$ cat src/rtl/ws2812b_pkg.sv
// Shared types and timing defaults for the WS2812B frame sequencer and its NRZ bit encoder.
package ws2812b_pkg;

  typedef enum logic [2:0] {
    ST_IDLE  = 3'd0,
    ST_FETCH = 3'd1,
    ST_SEND  = 3'd2,
    ST_STALL = 3'd3,
    ST_LATCH = 3'd4
  } state_t;

  localparam int BITS_PER_PIXEL = 24;
  // Must match the encoder's DURATION_CLK_COUNTS so trigger spacing equals one coded bit.
  localparam int DURATION_CLK_COUNTS = 62;
  localparam int DEF_LED_COUNT = 8;
  localparam int DEF_LATCH_CLKS = 14000;

  function automatic int max2(input int a, input int b);
    return (a > b) ? a : b;
  endfunction

endpackage

$ cat src/rtl/ws2812b_pixel_shifter.sv
// One-word prefetch holding register feeding an MSB-first shift register with a bit counter.
module ws2812b_pixel_shifter
  import ws2812b_pkg::*;
(
  input  logic                      clk,
  input  logic                      reset,
  input  logic [BITS_PER_PIXEL-1:0] pix_data,
  input  logic                      load_hold,
  input  logic                      load_direct,
  input  logic                      load_from_hold,
  input  logic                      shift,
  output logic                      msb,
  output logic                      last_bit,
  output logic                      hold_full
);

  logic [BITS_PER_PIXEL-1:0] hold_reg;
  logic [BITS_PER_PIXEL-1:0] shreg;
  logic [4:0]                bit_cnt;

  always_ff @(posedge clk) begin
    if (load_hold)
      hold_reg <= pix_data;
    if (load_direct)
      shreg <= pix_data;
    else if (load_from_hold)
      shreg <= hold_reg;
    else if (shift)
      shreg <= {shreg[BITS_PER_PIXEL-2:0], 1'b0};
  end

  always_ff @(posedge clk) begin
    if (reset) begin
      hold_full <= 1'b0;
      bit_cnt   <= 5'd0;
    end else begin
      if (load_hold)
        hold_full <= 1'b1;
      else if (load_from_hold)
        hold_full <= 1'b0;
      if (load_direct || load_from_hold)
        bit_cnt <= 5'd0;
      else if (shift)
        bit_cnt <= bit_cnt + 5'd1;
    end
  end

  assign msb      = shreg[BITS_PER_PIXEL-1];
  assign last_bit = (bit_cnt == 5'(BITS_PER_PIXEL - 1));

endmodule

$ cat src/rtl/ws2812b_frame_ctrl.sv
// Frame sequencer: pulls GRB pixels, drives trigger/bit to the NRZ encoder, then holds a latch gap.
module ws2812b_frame_ctrl
  import ws2812b_pkg::*;
#(
  parameter int BIT_CLKS   = DURATION_CLK_COUNTS,
  parameter int LED_COUNT  = DEF_LED_COUNT,
  parameter int LATCH_CLKS = DEF_LATCH_CLKS,
  localparam int IW = max2(1, $clog2(LED_COUNT)),
  localparam int CW = $clog2(LED_COUNT + 1),
  localparam int TW = $clog2(max2(BIT_CLKS, LATCH_CLKS) + 1)
) (
  input  logic                      clk,
  input  logic                      reset,
  input  logic                      start,
  input  logic [BITS_PER_PIXEL-1:0] pix_data,
  input  logic                      pix_valid,
  output logic                      pix_ready,
  output logic [IW-1:0]             pix_index,
  output logic                      busy,
  output logic                      frame_done,
  output logic                      underrun,
  output logic                      nrz_trigger,
  output logic                      nrz_bit
);

  state_t        state, state_n;
  logic [TW-1:0] timer;
  logic [CW-1:0] fetched;
  logic [CW-1:0] loaded;
  logic          post_reset;

  logic hs, bit_end, latch_end;
  logic start_acc, set_ur, gap_end;
  logic ld_hold, ld_direct, ld_from_hold, shift;
  logic msb, last_bit, hold_full;

  ws2812b_pixel_shifter u_shifter (
    .clk            (clk),
    .reset          (reset),
    .pix_data       (pix_data),
    .load_hold      (ld_hold),
    .load_direct    (ld_direct),
    .load_from_hold (ld_from_hold),
    .shift          (shift),
    .msb            (msb),
    .last_bit       (last_bit),
    .hold_full      (hold_full)
  );

  assign pix_ready = ((state == ST_FETCH) || (state == ST_SEND) || (state == ST_STALL))
                     && !hold_full && (fetched < CW'(LED_COUNT));
  assign hs        = pix_valid && pix_ready;
  assign bit_end   = (state == ST_SEND) && (timer == TW'(BIT_CLKS - 1));
  assign latch_end = (state == ST_LATCH) && (timer == TW'(LATCH_CLKS - 1));

  assign busy        = (state != ST_IDLE);
  assign nrz_trigger = (state == ST_SEND) && (timer == '0);
  assign nrz_bit     = (state == ST_SEND) && msb;

  always_ff @(posedge clk) begin
    if (reset)
      state <= ST_LATCH;
    else
      state <= state_n;
  end

  always_comb begin
    state_n      = state;
    start_acc    = 1'b0;
    set_ur       = 1'b0;
    gap_end      = 1'b0;
    ld_hold      = 1'b0;
    ld_direct    = 1'b0;
    ld_from_hold = 1'b0;
    shift        = 1'b0;
    case (state)
      ST_IDLE: begin
        // The frame_done cycle itself must not re-arm the sequencer.
        if (start && !frame_done) begin
          state_n   = ST_FETCH;
          start_acc = 1'b1;
        end
      end
      ST_FETCH: begin
        if (hs) begin
          ld_direct = 1'b1;
          state_n   = ST_SEND;
        end
      end
      ST_SEND: begin
        if (bit_end) begin
          if (!last_bit)
            shift = 1'b1;
          else if (loaded == CW'(LED_COUNT))
            state_n = ST_LATCH;
          else if (hold_full)
            ld_from_hold = 1'b1;
          else if (hs)
            ld_direct = 1'b1;
          else begin
            state_n = ST_STALL;
            set_ur  = 1'b1;
          end
        end
        ld_hold = hs && !ld_direct;
      end
      ST_STALL: begin
        if (hs) begin
          ld_direct = 1'b1;
          state_n   = ST_SEND;
        end
      end
      ST_LATCH: begin
        if (latch_end) begin
          state_n = ST_IDLE;
          gap_end = 1'b1;
        end
      end
      default: state_n = ST_LATCH;
    endcase
  end

  // Shared timer: bit period in SEND, gap length in LATCH, parked at zero elsewhere.
  always_ff @(posedge clk) begin
    if (reset)
      timer <= '0;
    else if (((state == ST_SEND) && !bit_end) || ((state == ST_LATCH) && !latch_end))
      timer <= timer + 1'b1;
    else
      timer <= '0;
  end

  always_ff @(posedge clk) begin
    if (reset) begin
      fetched    <= '0;
      loaded     <= '0;
      pix_index  <= '0;
      underrun   <= 1'b0;
      frame_done <= 1'b0;
      post_reset <= 1'b1;
    end else begin
      frame_done <= gap_end && !post_reset;
      if (start_acc) begin
        fetched    <= '0;
        loaded     <= '0;
        pix_index  <= '0;
        underrun   <= 1'b0;
        post_reset <= 1'b0;
      end else begin
        if (hs) begin
          fetched <= fetched + 1'b1;
          if (pix_index != IW'(LED_COUNT - 1))
            pix_index <= pix_index + 1'b1;
        end
        if (ld_direct || ld_from_hold)
          loaded <= loaded + 1'b1;
        if (set_ur)
          underrun <= 1'b1;
      end
    end
  end

endmodule

$ cat config.mk
export PLATFORM = sky130hd
export DESIGN_NAME = ws2812b_frame_ctrl
export DESIGN_NICKNAME = d
export VERILOG_FILES = /design/src/rtl/ws2812b_pkg.sv /design/src/rtl/ws2812b_pixel_shifter.sv /design/src/rtl/ws2812b_frame_ctrl.sv
export SDC_FILE = /design/constraint.sdc
export NUM_CORES = 1
export LEC_CHECK = 0
export ABC_AREA = 1
export CORE_ASPECT_RATIO = 0.6
export CORE_MARGIN = 5
export CORE_UTILIZATION = 60
export CTS_BUF_LIST = sky130_fd_sc_hd__clkbuf_4
export DETAILED_ROUTE_END_ITERATION = 8
export PLACE_DENSITY = 0.83
export SLEW_MARGIN = 20
export SYNTH_ARGS = -nofsm -noshare
export SYNTH_HDL_FRONTEND = slang
export SYNTH_SLANG_ARGS = --single-unit
$ cat constraint.sdc
create_clock -name clk -period 3.65 [get_ports clk]
set_clock_uncertainty 0.1 [all_clocks]
set_input_delay 0.9125 -clock clk [delete_from_list [all_inputs] [get_ports clk]]
set_output_delay 0.9125 -clock clk [all_outputs]
set_load 0.01 [all_outputs]
==> flow_metrics.py <==
metrics = {
    "clock_network": {
        "postCtsSetupRepairBufs": 0,
        "cts_tree": "yes",
        "clk_latency_ns": 0.44,
        "cts.path.max_buffers": 2,
        "numCtsBuffers": 9,
        "cts.htree.levels": 3,
        "clkSinkCount": 85,
        "clock-root-buffer": "clkbuf_4",
        "clk_pin_slew_worst_paths_ns": 0.14,
        "post_cts_resized": 0,
        "hold_buffers": 0,
    },
    "routing": {
        "via_count": 3400,
        "firstDrtPassIters": 4,
        "drt_iter0_drc": 317,
        "finalWirelength_mm": 8.95,
        "drc": 0,
        "post_drt_wl_per_cell_um": 14.5,
        "via_per_inst": 5.49,
        "ant_nets": 0,
    },
    "cells_and_area": {
        "final_core_util": 0.698,
        "antenna_cells": 0,
        "multi_input_area_sq_um": 1680,
        "final_nets": 564,
        "nFillCells": 519,
        "drive_above_1_share": 0.0695,
        "syn2layout_area_growth_pct": 13.1,
        "ff_latch_area_sq_um": 2180,
    },
    "sta": {
        "worstMarginPinSlew_ns": 0.610,
        "fin_crit_ns": 3.01,
        "period_share": 0.824,
        "slew_headroom": 0.593,
        "setup_tns_ns": 0,
        "setup_viol": 0,
        "slew_viol_final": 0,
        "rsz0062_at_grt": "no",
        "hold_violations": 0,
        "fmax_mhz": 333,
    },
    "die": {
        "coreArea_sq_um": 6680,
        "die_w_um": 117,
        "initial_core_util": 0.617,
        "io_pins": 37,
        "die_y_um": 74.2,
        "rows": 23,
        "dieArea_sq_um": 8680,
    },
    "min_path": {
        "worst_hold_path_type": "flip-flop to flip-flop",
        "hp-start": "post_reset",
    },
    "logic_synthesis": {
        "syn-num-nets": 527,
        "synth.distinct_cells": 34,
        "synthArstFlopShare": 0,
        "yosys_warnings": 0,
        "synth_edf_count": 48,
        "synthCells": 490,
        "ys_ff_latch": 85,
        "synth_flop_cell": "edfxtp_1",
        "syn_area_sq_um": 4120,
        "seq_area_frac_synth": 0.530,
        "syn_area_per_cell_sq_um": 8.41,
    },
    "global_routing": {
        "antenna_found_initial": 0,
        "grt_pass1_wl_mm": 14.8,
        "overflow": 0,
        "grt_pass1_vias": 3153,
        "grt_max_degree": 30,
        "grtUsageTotal": 0.222,
    },
    "power_and_ir_drop": {
        "power_leakage_uw": 0.00178,
        "intPower_uw": 1250,
        "power.switching_uw": 365,
        "seqPwrFrac": 0.626,
        "p_sw_frac": 0.226,
        "clockPowerShare": 0.340,
        "peakVddDrop_uv": 233,
        "p_comb_frac": 0.034,
        "power.density_nw_per_um2": 347,
    },
    "critical_path": {
        "r2r_start": "loaded[0]",
        "critPathLaunchType": "flip-flop",
        "crit_arrival_ns": 1.99,
        "critPathLaunch": "timer[9]",
        "worstSetupEndpointType": "output port",
        "worstPathRequired_ns": 2.64,
        "crit_type": "flip-flop to output port",
        "cp_max_fo": 5,
    },
    "run_status": {
        "outcome": "finished clean",
    },
    "flow_run": {
        "drv_cap": 0,
    },
    "placement": {
        "portBuffers": 36,
        "dp_hpwl_mm": 5.94,
        "gp_congestion": 0.916,
    },
}
through the flow:
stage	instances	instance area (sq um)	hold slack (ns)	setup slack, ns	total power, uW
after floorplan	490	4120	0.298	0.746	1050
after global placement	603	4520	0.313	0.732	1090
after detailed placement	603	4520	0.319	0.661	1090
after CTS	619	4660	0.338	0.614	1620
after global routing	619	4660	0.356	0.473	1680
final	619	4660	0.334	0.644	1620
power by group through the flow:
stage / clock network (uW) / registers (uW) / logic [uW]
floorplan: 0 / 1030 / 16.1
global placement: 0 / 1030 / 53.9
detailed placement: 0 / 1030 / 55.2
CTS: 559 / 1010 / 55.7
global route: 606 / 1010 / 60.7
finish: 549 / 1010 / 55.6
worst paths after layout:
kind / end / slack (ns) / cells after the start
min: frame_done / 0.33 / 1
max: nrz_trigger / 0.64 / 6
min reg2reg: frame_done / 0.33 / 1
max reg2reg: u_shifter.shreg[5] / 1.04 / 10
cells by family after synthesis:
logic type | count (synthesis) | share of synthesized area
AOI/OAI and AO/OA | 31 | 0.0401
xor gates and xnor gates | 9 | 0.0191
adders and majority gates | 9 | 0.0273
buffers and inverters | 54 | 0.0623
DFF | 85 | 0.530
and+or+nand+nor | 302 | 0.321
placed cells by master, fill, tap and decap left out, types with 3 or more instances in the layout:
master           synthesis  routed
a21oi_1                 15      15
a31oi_1                  3       3
buf_4                    5       6
clkbuf_4                 0       9
clkdlybuf4s50_1          0      36
dfxtp_1                 37      37
edfxtp_1                48      48
ha_1                     9       9
inv_1                   35      35
inv_2                    3       3
nand2_1                146     146
nand2_2                  3       3
nand3_1                 65      65
nand3_2                  3       3
nand4_1                  7       7
nor2_1                  61      61
nor3_1                   6       6
o21ai_0                 10      10
xor2_1                   7       7
cells in the mapped netlist, types with 3 or more instances:
| cell type | instances | share of area |
|---|---|---|
| ha_1 | 9 | 0.027 |
| buf_4 | 5 | 0.0091 |
| buf_6 | 4 | 0.011 |
| nand3_1 | 65 | 0.079 |
| nor3_1 | 6 | 0.0073 |
| xor2_1 | 7 | 0.015 |
| edfxtp_1 | 48 | 0.35 |
| a21oi_1 | 15 | 0.018 |
| nand2_1 | 146 | 0.13 |
| dfxtp_1 | 37 | 0.18 |
| nand3_2 | 3 | 0.0073 |
| nand2_2 | 3 | 0.0046 |
| o21ai_0 | 10 | 0.012 |
| nand4_1 | 7 | 0.011 |
| a31oi_1 | 3 | 0.0046 |
| buf_2 | 4 | 0.0049 |
| inv_1 | 35 | 0.032 |
| nor2_1 | 61 | 0.056 |
| inv_2 | 3 | 0.0027 |
critical path: stages, from the launching register on:
cell	delay [ns]
dfxtp_1	0.37
nor2_1	0.18
inv_1	0.08
nor2_2	0.16
nand2_1	0.10
nor2_1	0.12
clkdlybuf4s50_1	0.54
layout make-up:
cell class	count	share of cell area
tap	87	0.0234
timing repair buffer	42	0.0870
inverter	38	0.0306
multi-input combinational	351	0.361
sequential	85	0.468
clock inverter	7	0.0156
clock buffer	9	0.0145
metal layers:
metal	up-vias	global-route usage	wire length (um)
li1	1697	-	-
met1	1568	0.303	4140
met2	123	0.350	4030
met3	12	0.0699	674
met4	0	0.0496	104
met5	-	0	0
No activity file was read; power rests on OpenSTA's default activity.
